===== src/rtl/message_overlay_if.sv =====
// Pixel-scan, control and drawing-request signals shared between the
// message_overlay drawer and its surrounding VGA pipeline.
interface message_overlay_if;
    logic [10:0] pixelX;
    logic [10:0] pixelY;
    logic        startOfFrame;
    logic        show_req;
    logic [1:0]  msg_sel;
    logic        clear;
    logic        drawingRequest;
    logic [7:0]  RGBout;
    logic        active;
    logic        reveal_done;

    modport master (
        output pixelX, pixelY, startOfFrame, show_req, msg_sel, clear,
        input  drawingRequest, RGBout, active, reveal_done
    );

    modport slave (
        input  pixelX, pixelY, startOfFrame, show_req, msg_sel, clear,
        output drawingRequest, RGBout, active, reveal_done
    );
endinterface


===== src/rtl/message_overlay.sv =====
// Status-text overlay: four fixed bitmap messages drawn at a scaled position,
// revealed by a left-to-right column wipe; PAUSED blinks once fully shown.
module message_overlay #(
    parameter int unsigned MSG_W        = 65,
    parameter int unsigned MSG_H        = 16,
    parameter int unsigned SCALE_BITS   = 2,
    parameter int unsigned TOP_LEFT_X   = 192,
    parameter int unsigned TOP_LEFT_Y   = 208,
    parameter int unsigned REVEAL_STEP  = 4,
    parameter int unsigned BLINK_FRAMES = 30,
    parameter logic [7:0]  FG_COLOR     = 8'hFF
) (
    input logic clk,
    input logic resetN,
    message_overlay_if.slave bus
);
    localparam int unsigned CNT_W   = $clog2(MSG_W + 1);
    localparam int unsigned SUM_W   = CNT_W + 1;
    localparam int unsigned BLINK_W = $clog2(BLINK_FRAMES + 1);

    typedef enum logic [1:0] {IDLE, REVEAL, SHOW} state_t;

    state_t             state, state_next;
    logic [1:0]         msg_q, msg_next;
    logic [CNT_W-1:0]   reveal_cnt, reveal_next;
    logic [SUM_W-1:0]   reveal_sum;
    logic [BLINK_W-1:0] blink_cnt, blink_next;
    logic               blink_on, blink_on_next;
    logic               done_next, visible, draw_next;
    logic               draw_q, active_q, done_q;
    logic [7:0]         rgb_q;
    logic [11:0]        dx, dy, col, row;
    logic               hit;

    // 7x5 bold font; each font row spans two bitmap rows, MSB is leftmost.
    function automatic logic [34:0] glyph(input logic [7:0] ch);
        case (ch)
            "Y":     glyph = 35'b1110111_0111110_0011100_0011100_0011100;
            "O":     glyph = 35'b0111110_1100011_1100011_1100011_0111110;
            "U":     glyph = 35'b1100011_1100011_1100011_1100011_0111110;
            "W":     glyph = 35'b1100011_1100011_1101011_1111111_0110110;
            "I":     glyph = 35'b1111111_0011100_0011100_0011100_1111111;
            "N":     glyph = 35'b1100011_1110011_1111011_1101111_1100111;
            "L":     glyph = 35'b1100000_1100000_1100000_1100000_1111111;
            "S":     glyph = 35'b0111111_1100000_0111110_0000011_1111110;
            "E":     glyph = 35'b1111111_1100000_1111110_1100000_1111111;
            "P":     glyph = 35'b1111110_1100011_1111110_1100000_1100000;
            "A":     glyph = 35'b0111110_1100011_1111111_1100011_1100011;
            "D":     glyph = 35'b1111110_1100011_1100011_1100011_1111110;
            "V":     glyph = 35'b1100011_1100011_1100011_0110110_0011100;
            default: glyph = '0;
        endcase
    endfunction

    // Eight 8-column character cells (7 glyph + 1 gap) occupy cols 0..63.
    function automatic logic rom_bit(input logic [1:0] msg, input logic [11:0] r,
                                     input logic [11:0] c);
        logic [63:0] text;
        logic [34:0] sh;
        logic [2:0]  frow;
        logic [5:0]  sh_amt;
        case (msg)
            2'd0:    text = "YOU WIN ";
            2'd1:    text = "YOU LOSE";
            2'd2:    text = "PAUSED  ";
            default: text = "LEVEL UP";
        endcase
        frow    = 3'((r - 12'd2) >> 1);
        sh_amt  = {3'b000, frow} * 6'd7 + {3'b000, c[2:0]};
        sh      = glyph(text[{~c[5:3], 3'b000} +: 8]) << sh_amt;
        rom_bit = (r >= 12'd2) && (r <= 12'd11) && (c < 12'd64) && (c[2:0] != 3'd7) && sh[34];
    endfunction

    assign dx  = {1'b0, bus.pixelX} - 12'(TOP_LEFT_X);
    assign dy  = {1'b0, bus.pixelY} - 12'(TOP_LEFT_Y);
    assign col = dx >> SCALE_BITS;
    assign row = dy >> SCALE_BITS;
    assign hit = ({1'b0, bus.pixelX} >= 12'(TOP_LEFT_X)) && ({1'b0, bus.pixelY} >= 12'(TOP_LEFT_Y))
                 && (col < 12'(MSG_W)) && (row < 12'(MSG_H));

    assign reveal_sum = {1'b0, reveal_cnt} + SUM_W'(REVEAL_STEP);

    always_ff @(posedge clk or negedge resetN) begin
        if (!resetN) begin
            state      <= IDLE;
            msg_q      <= '0;
            reveal_cnt <= '0;
            blink_cnt  <= '0;
            blink_on   <= 1'b1;
            draw_q     <= 1'b0;
            rgb_q      <= '0;
            active_q   <= 1'b0;
            done_q     <= 1'b0;
        end else begin
            state      <= state_next;
            msg_q      <= msg_next;
            reveal_cnt <= reveal_next;
            blink_cnt  <= blink_next;
            blink_on   <= blink_on_next;
            draw_q     <= draw_next;
            rgb_q      <= FG_COLOR;
            active_q   <= (state_next != IDLE);
            done_q     <= done_next;
        end
    end

    // clear beats show_req, and a restart swallows a coincident startOfFrame.
    always_comb begin
        state_next    = state;
        msg_next      = msg_q;
        reveal_next   = reveal_cnt;
        blink_next    = blink_cnt;
        blink_on_next = blink_on;
        done_next     = 1'b0;
        if (bus.clear) begin
            state_next = IDLE;
        end else if (bus.show_req) begin
            state_next    = REVEAL;
            msg_next      = bus.msg_sel;
            reveal_next   = '0;
            blink_next    = '0;
            blink_on_next = 1'b1;
        end else begin
            unique case (state)
                REVEAL: begin
                    if (bus.startOfFrame) begin
                        if (reveal_sum >= SUM_W'(MSG_W)) begin
                            reveal_next = CNT_W'(MSG_W);
                            state_next  = SHOW;
                            done_next   = 1'b1;
                        end else begin
                            reveal_next = reveal_sum[CNT_W-1:0];
                        end
                    end
                end
                SHOW: begin
                    if (bus.startOfFrame && msg_q == 2'd2) begin
                        if (blink_cnt == BLINK_W'(BLINK_FRAMES - 1)) begin
                            blink_next    = '0;
                            blink_on_next = ~blink_on;
                        end else begin
                            blink_next = blink_cnt + 1'b1;
                        end
                    end
                end
                default: ;
            endcase
        end
    end

    always_comb begin
        visible = 1'b0;
        unique case (state)
            REVEAL:  visible = (col < 12'(reveal_cnt));
            SHOW:    visible = blink_on;
            default: visible = 1'b0;
        endcase
        draw_next = hit && visible && rom_bit(msg_q, row, col);
    end

    assign bus.drawingRequest = draw_q;
    assign bus.RGBout         = rgb_q;
    assign bus.active         = active_q;
    assign bus.reveal_done    = done_q;
endmodule


===== src/flat_wrapper.sv =====
// flat-port wrapper written by rule: the top's interface ports become plain ports
module message_overlay_flat 
#(
    parameter int unsigned MSG_W        = 65,
    parameter int unsigned MSG_H        = 16,
    parameter int unsigned SCALE_BITS   = 2,
    parameter int unsigned TOP_LEFT_X   = 192,
    parameter int unsigned TOP_LEFT_Y   = 208,
    parameter int unsigned REVEAL_STEP  = 4,
    parameter int unsigned BLINK_FRAMES = 30,
    parameter logic [7:0]  FG_COLOR     = 8'hFF
)
  (clk, resetN, bus_pixelX, bus_pixelY, bus_startOfFrame, bus_show_req, bus_msg_sel, bus_clear, bus_drawingRequest, bus_RGBout, bus_active, bus_reveal_done);
  message_overlay_if bus_i ();
  input logic clk;
  input logic resetN;
  input wire logic [$bits(bus_i.pixelX)-1:0] bus_pixelX;
  input wire logic [$bits(bus_i.pixelY)-1:0] bus_pixelY;
  input wire logic [$bits(bus_i.startOfFrame)-1:0] bus_startOfFrame;
  input wire logic [$bits(bus_i.show_req)-1:0] bus_show_req;
  input wire logic [$bits(bus_i.msg_sel)-1:0] bus_msg_sel;
  input wire logic [$bits(bus_i.clear)-1:0] bus_clear;
  output wire logic [$bits(bus_i.drawingRequest)-1:0] bus_drawingRequest;
  output wire logic [$bits(bus_i.RGBout)-1:0] bus_RGBout;
  output wire logic [$bits(bus_i.active)-1:0] bus_active;
  output wire logic [$bits(bus_i.reveal_done)-1:0] bus_reveal_done;
  assign bus_i.pixelX = bus_pixelX;
  assign bus_i.pixelY = bus_pixelY;
  assign bus_i.startOfFrame = bus_startOfFrame;
  assign bus_i.show_req = bus_show_req;
  assign bus_i.msg_sel = bus_msg_sel;
  assign bus_i.clear = bus_clear;
  assign bus_drawingRequest = bus_i.drawingRequest;
  assign bus_RGBout = bus_i.RGBout;
  assign bus_active = bus_i.active;
  assign bus_reveal_done = bus_i.reveal_done;
  message_overlay #(.MSG_W(MSG_W), .MSG_H(MSG_H), .SCALE_BITS(SCALE_BITS), .TOP_LEFT_X(TOP_LEFT_X), .TOP_LEFT_Y(TOP_LEFT_Y), .REVEAL_STEP(REVEAL_STEP), .BLINK_FRAMES(BLINK_FRAMES), .FG_COLOR(FG_COLOR)) u_core (.clk(clk), .resetN(resetN), .bus(bus_i));
endmodule

===== config.mk =====
export PLATFORM = sky130hd
export DESIGN_NAME = message_overlay_flat
export DESIGN_NICKNAME = d
export VERILOG_FILES = /design/src/rtl/message_overlay_if.sv /design/src/rtl/message_overlay.sv /design/src/flat_wrapper.sv
export SDC_FILE = /design/constraint.sdc
export NUM_CORES = 1
export LEC_CHECK = 0
export BUFFER_PORTS_ARGS = -buffer_cell sky130_fd_sc_hd__buf_4
export CAP_MARGIN = 25
export CORE_AREA = 2 2 131 108
export CTS_BUF_LIST = sky130_fd_sc_hd__clkbuf_16
export CTS_CLUSTER_SIZE = 8
export DETAILED_ROUTE_END_ITERATION = 10
export DIE_AREA = 0 0 133 110
export GPL_TIMING_DRIVEN = 0
export RECOVER_POWER = 50
export SYNTH_ARGS = -nofsm -noshare
export SYNTH_HDL_FRONTEND = slang
export SYNTH_SLANG_ARGS = --single-unit

===== constraint.sdc =====
create_clock -name clk -period 8.4 [get_ports clk]
set_input_delay 0 -clock clk [delete_from_list [all_inputs] [get_ports clk]]
set_output_delay 0 -clock clk [all_outputs]
set_load 0.05 [all_outputs]

Yosys cells after proc, flatten, opt, wreduce, memory -nomap -nowiden
Index checks and enable logic that the tools add are counted.
{"block": "op_classes", "addsub": 6, "multipliers": 1, "n_lt_le_gt_ge": 9, "eq_ne": 19, "shift": 2, "mux": 25, "bitwise": 3, "reduce_logical": 21}
{"cell": "35-bit case mux with 13 select lines", "n": 1}
{"cell": "61-bit case mux with 3 select lines", "n": 1}
{"cell": "8-bit by 7-bit equality test with 1-bit output, second input constant", "n": 13}
{"cell": "64-bit by 7-bit indexed part select with 8-bit output", "n": 1}
{"cell": "35-bit by 6-bit left shift with 35-bit output", "n": 1}
{"cell": "7-bit 2-to-1 mux", "n": 4}
{"cell": "11-bit by 8-bit subtractor with 12-bit output, second input constant", "n": 2}
{"cell": "11-bit by 8-bit >= comparator with 1-bit output, second input constant", "n": 2}
{"cell": "10-bit by 7-bit < comparator with 1-bit output, second input constant", "n": 2}
{"cell": "5-bit 2-to-1 mux", "n": 4}
{"cell": "2-bit nonzero test", "n": 6}
{"cell": "10-bit by 2-bit >= comparator with 1-bit output, second input constant", "n": 1}
{"cell": "10-bit by 4-bit less-or-equal comparator with 1-bit output, second input constant", "n": 1}
{"cell": "1-bit logical AND", "n": 10}
{"cell": "10-bit by 5-bit < comparator with 1-bit output, second input constant", "n": 1}
{"cell": "10-bit by 7-bit < comparator with 1-bit output", "n": 1}
{"cell": "2-bit 2-to-1 mux", "n": 5}
{"cell": "1-bit 2-to-1 mux", "n": 9}
{"cell": "7-bit by 3-bit adder with 8-bit output, second input constant", "n": 1}
{"cell": "8-bit by 7-bit >= comparator with 1-bit output, second input constant", "n": 1}
{"cell": "6-bit by 3-bit adder with 6-bit output", "n": 1}
{"cell": "3-bit by 3-bit multiplier with 6-bit output, second input constant", "n": 1}
{"cell": "3-bit AND reduction", "n": 2}
{"cell": "5-bit by 1-bit adder with 5-bit output, second input constant", "n": 1}
{"cell": "other kinds (11)", "n": 14}
{"block": "totals", "reg_bits": 21, "inputBits": 29, "output_inout_bits": 11, "word_cells": 95}

Logic depth before layout (Yosys ltp)
{"block": "depth", "ltp_word": 8, "mapped_depth": 15, "depth_no_buf": 15}

Worst setup path before layout
OpenSTA, ideal clock, no wires.
{"block": "synth_path", "path_type": "input-to-reg", "start": "input bus_pixelY[4]", "end": "register u_core.draw_q (netlist: u_core.bus.drawingRequest)", "setup_time_ns": 0.101, "arrival_time_ns": 2.930, "path_slack_ns": 5.369, "path_stages": 15, "cell_sequence": "inv_1 -> ha_1 -> xnor2_1 -> xnor2_1 -> fa_1 -> inv_1 -> ha_1 -> a21o_1 -> a21oi_1 -> xnor2_1 -> nand3b_1 -> a311oi_2 -> o2111a_1 -> o21ai_1 -> o32ai_1"}
{"block": "synth_between", "elab_chain_len": 7, "elab_cells_between_ends": 18, "cone_classes": "add/sub: 3; mul: 1; order compare: 4; shift: 1; reduce/logical: 9"}
{"item": "start, declared", "line_no": "flat_wrapper.sv:18", "rtl": "input wire logic [$bits(bus_i.pixelY)-1:0] bus_pixelY;"}
{"item": "11-bit by 8-bit subtractor with 12-bit output", "line_no": "message_overlay.sv:75", "rtl": "assign dy = {1'b0, bus.pixelY} - 12'(TOP_LEFT_Y);"}
{"item": "4-bit by 2-bit subtractor with 4-bit output (tied with other cells)", "line_no": "message_overlay.sv:68", "rtl": "frow = 3'((r - 12'd2) >> 1);"}
{"item": "3-bit by 3-bit multiplier with 6-bit output or 1-bit logical AND (tied branches)", "line_no": "message_overlay.sv:69, message_overlay.sv:71"}
{"item": "6-bit by 3-bit adder with 6-bit output or 1-bit logical AND (tied branches)", "line_no": "message_overlay.sv:69, message_overlay.sv:71"}
{"item": "35-bit by 6-bit left shift with 35-bit output or 1-bit logical AND (tied branches)", "line_no": "message_overlay.sv:70, message_overlay.sv:71"}
{"item": "1-bit logical AND", "line_no": "message_overlay.sv:71", "rtl": "rom_bit = (r >= 12'd2) && (r <= 12'd11) && (c < 12'd64) && (c[2:0] != 3'd7) && sh[34];"}
{"item": "1-bit logical AND *", "line_no": "message_overlay.sv:158", "rtl": "draw_next = hit && visible && rom_bit(msg_q, row, col);"}
{"item": "via u_core.draw_next", "line_no": "message_overlay.sv:29", "rtl": "logic done_next, visible, draw_next;"}
{"item": "end signal, assigned", "line_no": "message_overlay.sv:100", "rtl": "draw_q <= draw_next;"}
{"item": "end, declared", "line_no": "message_overlay.sv:30", "rtl": "logic draw_q, active_q, done_q;"}
The timed path passes the listed nets; every way through them passes the cells marked *.
A chain may end at the register's enable or synchronous reset.

Final worst setup path
{"block": "layout_path", "start": "register u_core.msg_q[0]", "end": "register u_core.draw_q (netlist: u_core.bus.drawingRequest)"}
{"block": "layout_between", "elab_chain_len": 8, "elab_cells_between_ends": 22, "cone_classes": "eq/ne: 15; shift: 2; mux: 2; reduce/logical: 3"}
{"item": "start, declared", "line_no": "message_overlay.sv:24", "rtl": "logic [1:0] msg_q, msg_next;"}
{"item": "start signal, assigned", "line_no": "message_overlay.sv:96", "rtl": "msg_q <= msg_next;"}
{"item": "2-bit equality test (tied with other cells)", "line_no": "message_overlay.sv:62", "rtl": "case (msg)"}
{"item": "61-bit case mux with 3 select lines *", "line_no": "message_overlay.sv:62"}
{"item": "64-bit by 7-bit indexed part select with 8-bit output *", "line_no": "message_overlay.sv:70", "rtl": "sh = glyph(text[{~c[5:3], 3'b000} +: 8]) << sh_amt;"}
{"item": "8-bit by 7-bit equality test with 1-bit output", "line_no": "message_overlay.sv:37", "rtl": "case (ch)"}
{"item": "35-bit case mux with 13 select lines *", "line_no": "message_overlay.sv:37"}
{"item": "35-bit by 6-bit left shift with 35-bit output *", "line_no": "message_overlay.sv:70"}
{"item": "1-bit logical AND *", "line_no": "message_overlay.sv:71"}
{"item": "1-bit logical AND *", "line_no": "message_overlay.sv:158"}
{"item": "via u_core.draw_next", "line_no": "message_overlay.sv:29"}
Marks and branches as above.

==> impl_metrics.env <==
export IMPL_die_area_um2=14600
export IMPL_wire_per_inst_um=14.8
export IMPL_path_class="reg -> reg"
export IMPL_hold_violations=0
export IMPL_post_cts_buffers=0
export IMPL_portBuffers=33
export IMPL_grt_max_degree=21
export IMPL_drive_gt1_frac=0.208
export IMPL_io_pins=40
export IMPL_yosysUniqueCellTypes=93
export IMPL_fin_cells=617
export IMPL_fin_ws_ns=4.57
export IMPL_place_inst=610
export IMPL_nets=501
export IMPL_grt_overflow_total=0
export IMPL_syn_area_per_cell_um2=8.24
export IMPL_syn_inst=397
export IMPL_drt_initial_drc_count=224
export IMPL_critPathLaunchType="flip-flop"
export IMPL_core_area_um2=13300
export IMPL_ys_flop_type="dfrtp_1"
export IMPL_setup_viol=0
export IMPL_fin_hold_ws_ns=0.0722
export IMPL_powerDensity_nw_per_um2=146
export IMPL_cp_end_kind="flip-flop"
export IMPL_clk_latency_ns=0.25
export IMPL_finalSetupTns_ns=0
export IMPL_grt_pass1_vias=3053
export IMPL_drt_vias_per_instance=5.14
export IMPL_path_clk_slew_ns=0.06
export IMPL_drcViolationCount=0
export IMPL_cts_root_buf="clkbuf_16"
export IMPL_placed_area_um2=3740
export IMPL_start_util=0.246
export IMPL_async_reset_ff_frac=1.00
export IMPL_ys_seq_elements=20
export IMPL_tritoncts="built"
export IMPL_finalCritPeriodShare=0.456
export IMPL_dp_slack_ns=4.66
export IMPL_yosysSeqAreaShare=0.153
export IMPL_syn_to_final_growth_pct=17.2
export IMPL_period_needed_ns=3.83
export IMPL_syn_nets=460
export IMPL_grtUsageTotal=0.125
export IMPL_synth_edf_count=0
export IMPL_max_slew_margin_rel=0.240
export IMPL_dr_pass1_iters=5
export IMPL_die_w_um=133
export IMPL_tightest_slew_ns=1.14
export IMPL_diodes=0
export IMPL_antenna_found_initial=0
export IMPL_rows=38
export IMPL_cts_path_max_buffers=2
export IMPL_worst_ep_required_time_ns=8.53
export IMPL_cts_made_buffers=3
export IMPL_drt_total_wl_mm=9.10
export IMPL_max_vdd_ir_drop_uv=72.6
export IMPL_outcome="completed"
export IMPL_syn_area_um2=3270
export IMPL_crit_arrival_ns=3.97
export IMPL_ant_nets=0
export IMPL_vias=3170
export IMPL_fmaxAchievable_ghz=0.261
export IMPL_cts_repair_resized=0
export IMPL_min_path_type="in -> reg"
export IMPL_grt_pass1_wl_mm=15.2
export IMPL_die_h_um=110
export IMPL_dp_hpwl_mm=7.27
export IMPL_drv_cap=0
export IMPL_report_final_slew_viol_count=0
export IMPL_crit_fanout=9
export IMPL_htreeDepth=1
export IMPL_fin_area_um2=3830
export IMPL_clock_skew_ns=0.00507
export IMPL_clkSinkCount=20
export IMPL_leakage_uw=0.00160
export IMPL_yosysWarnings=0
export IMPL_fillers=1425
export IMPL_gp_congestion=0.943
export IMPL_rsz0062_at_grt="false"
==> final timing paths <==
path	depth (start not counted)	slack [ns]	end	start
min in group asynchronous	2	0.49	u_core.bus.reveal_done$_DFF_PN0_	resetN
min reg2reg	1	0.50	u_core.blink_cnt[4]$_DFFE_PN0P_	u_core.blink_cnt[4]$_DFFE_PN0P_
max reg2reg	13	4.57	u_core.bus.drawingRequest$_DFF_PN0_	u_core.msg_q[0]$_DFFE_PN0P_
max in group asynchronous	2	7.23	u_core.reveal_cnt[2]$_DFFE_PN0P_	resetN
min	3	0.07	u_core.reveal_cnt[0]$_DFFE_PN0P_	bus_startOfFrame
max	13	4.57	u_core.bus.drawingRequest$_DFF_PN0_	u_core.msg_q[0]$_DFFE_PN0P_
==> state kept, by name, summed over array words and instances, names as in the netlist <==
name / flops
u_core.bus.RGBout: 1
u_core.blink_on: 1
u_core.state: 2
u_core.reveal_cnt: 6
u_core.blink_cnt: 5
u_core.bus.drawingRequest: 1
u_core.bus.active: 1
u_core.msg_q: 2
u_core.bus.reveal_done: 1
==> cells in the final DEF (no fill, tap or decap), drive strengths merged, types with 5 or more instances in the layout <==
master,synthesis,final
mux2i,6,6
nor3,22,22
nand2b,5,5
nor2,23,23
a31oi,6,6
inv,31,32
ha,32,32
nand2,24,24
a22oi,5,5
clkbuf,5,13
nor2b,8,8
nand3,11,11
xnor2,8,8
o21ai,34,34
and2,7,7
o21a,7,7
buf,20,48
and3,6,6
dfrtp,19,19
a21oi,17,17
nand3b,6,6
==> report_power, final <==
part | internal (uW) | switching, uW
sequential | 103 | 7.50
combinational | 142 | 209
clock | 63.4 | 36.2
total | 308 | 253
==> layer usage <==
layer	track usage	routed length, um	vias up
met1	0.173	4210	1495
met4	0.0154	22	0
met5	0	0	-
met2	0.217	4320	122
met3	0.0133	549	2
li1	-	-	1551
==> through the flow <==
stage               total power [uW]   util
global placement                 450  0.282
CTS                              558  0.290
floorplan                        371      -
finish                           561  0.289
detailed placement               454  0.282
global route                     600  0.289
==> final cells by class <==
class	count	area, um2	share of cell area
Buffer	25	181	0.0473
Inverter	31	116	0.0304
Clock inverter	1	3.75	0.000979
Tap cell	180	225	0.0588
Clock buffer	3	75.1	0.0196
Sequential cell	20	502	0.131
Multi-Input combinational cell	321	2470	0.644
Timing Repair Buffer	36	259	0.0676
==> synthesized netlist by cell type (7+ instances only) <==
cell     number  area share
and2_1        7       0.013
o21ai_0      28       0.043
dfrtp_1      19        0.15
nor2b_1       8       0.015
nor2_1       22       0.025
nor3_1       15       0.023
inv_1        28       0.032
xnor2_1       8       0.021
nand3_1       9       0.014
nand2_1      24       0.028
a21oi_1      17       0.026
o21a_1        7       0.016
buf_4         9       0.021
ha_1         32        0.12
==> worst max-delay path: stages, from the launching register on <==
cell and delay (ns):
dfrtp_1 0.47, inv_1 0.22, ha_1 0.17, buf_2 0.24, mux2i_1 0.11, a211oi_1 0.34
o21ba_1 0.19, buf_2 0.16, nor2_1 0.46, o21ai_1 0.21, and2_1 0.21, a2111oi_0 0.57
o41ai_1 0.16, o32ai_1 0.19
==> kinds of logic after synthesis <==
group / count (synthesis) / share of synthesized area
AOI/OAI and AO/OA: 125 / 0.296
xor gates and xnor gates: 12 / 0.0321
adders and majority gates: 34 / 0.135
buffers and inverters: 56 / 0.0911
DFF: 20 / 0.153
muxes: 8 / 0.0264
other: 1 / 0.00115
and+or+nand+nor: 141 / 0.265
==> what timing repair did <==
action	in CTS	in global routing
setup endpoints to repair	0	0
hold buffers	3	0
hold endpoints to repair	22	0
No activity file was read; power rests on OpenSTA's default activity.
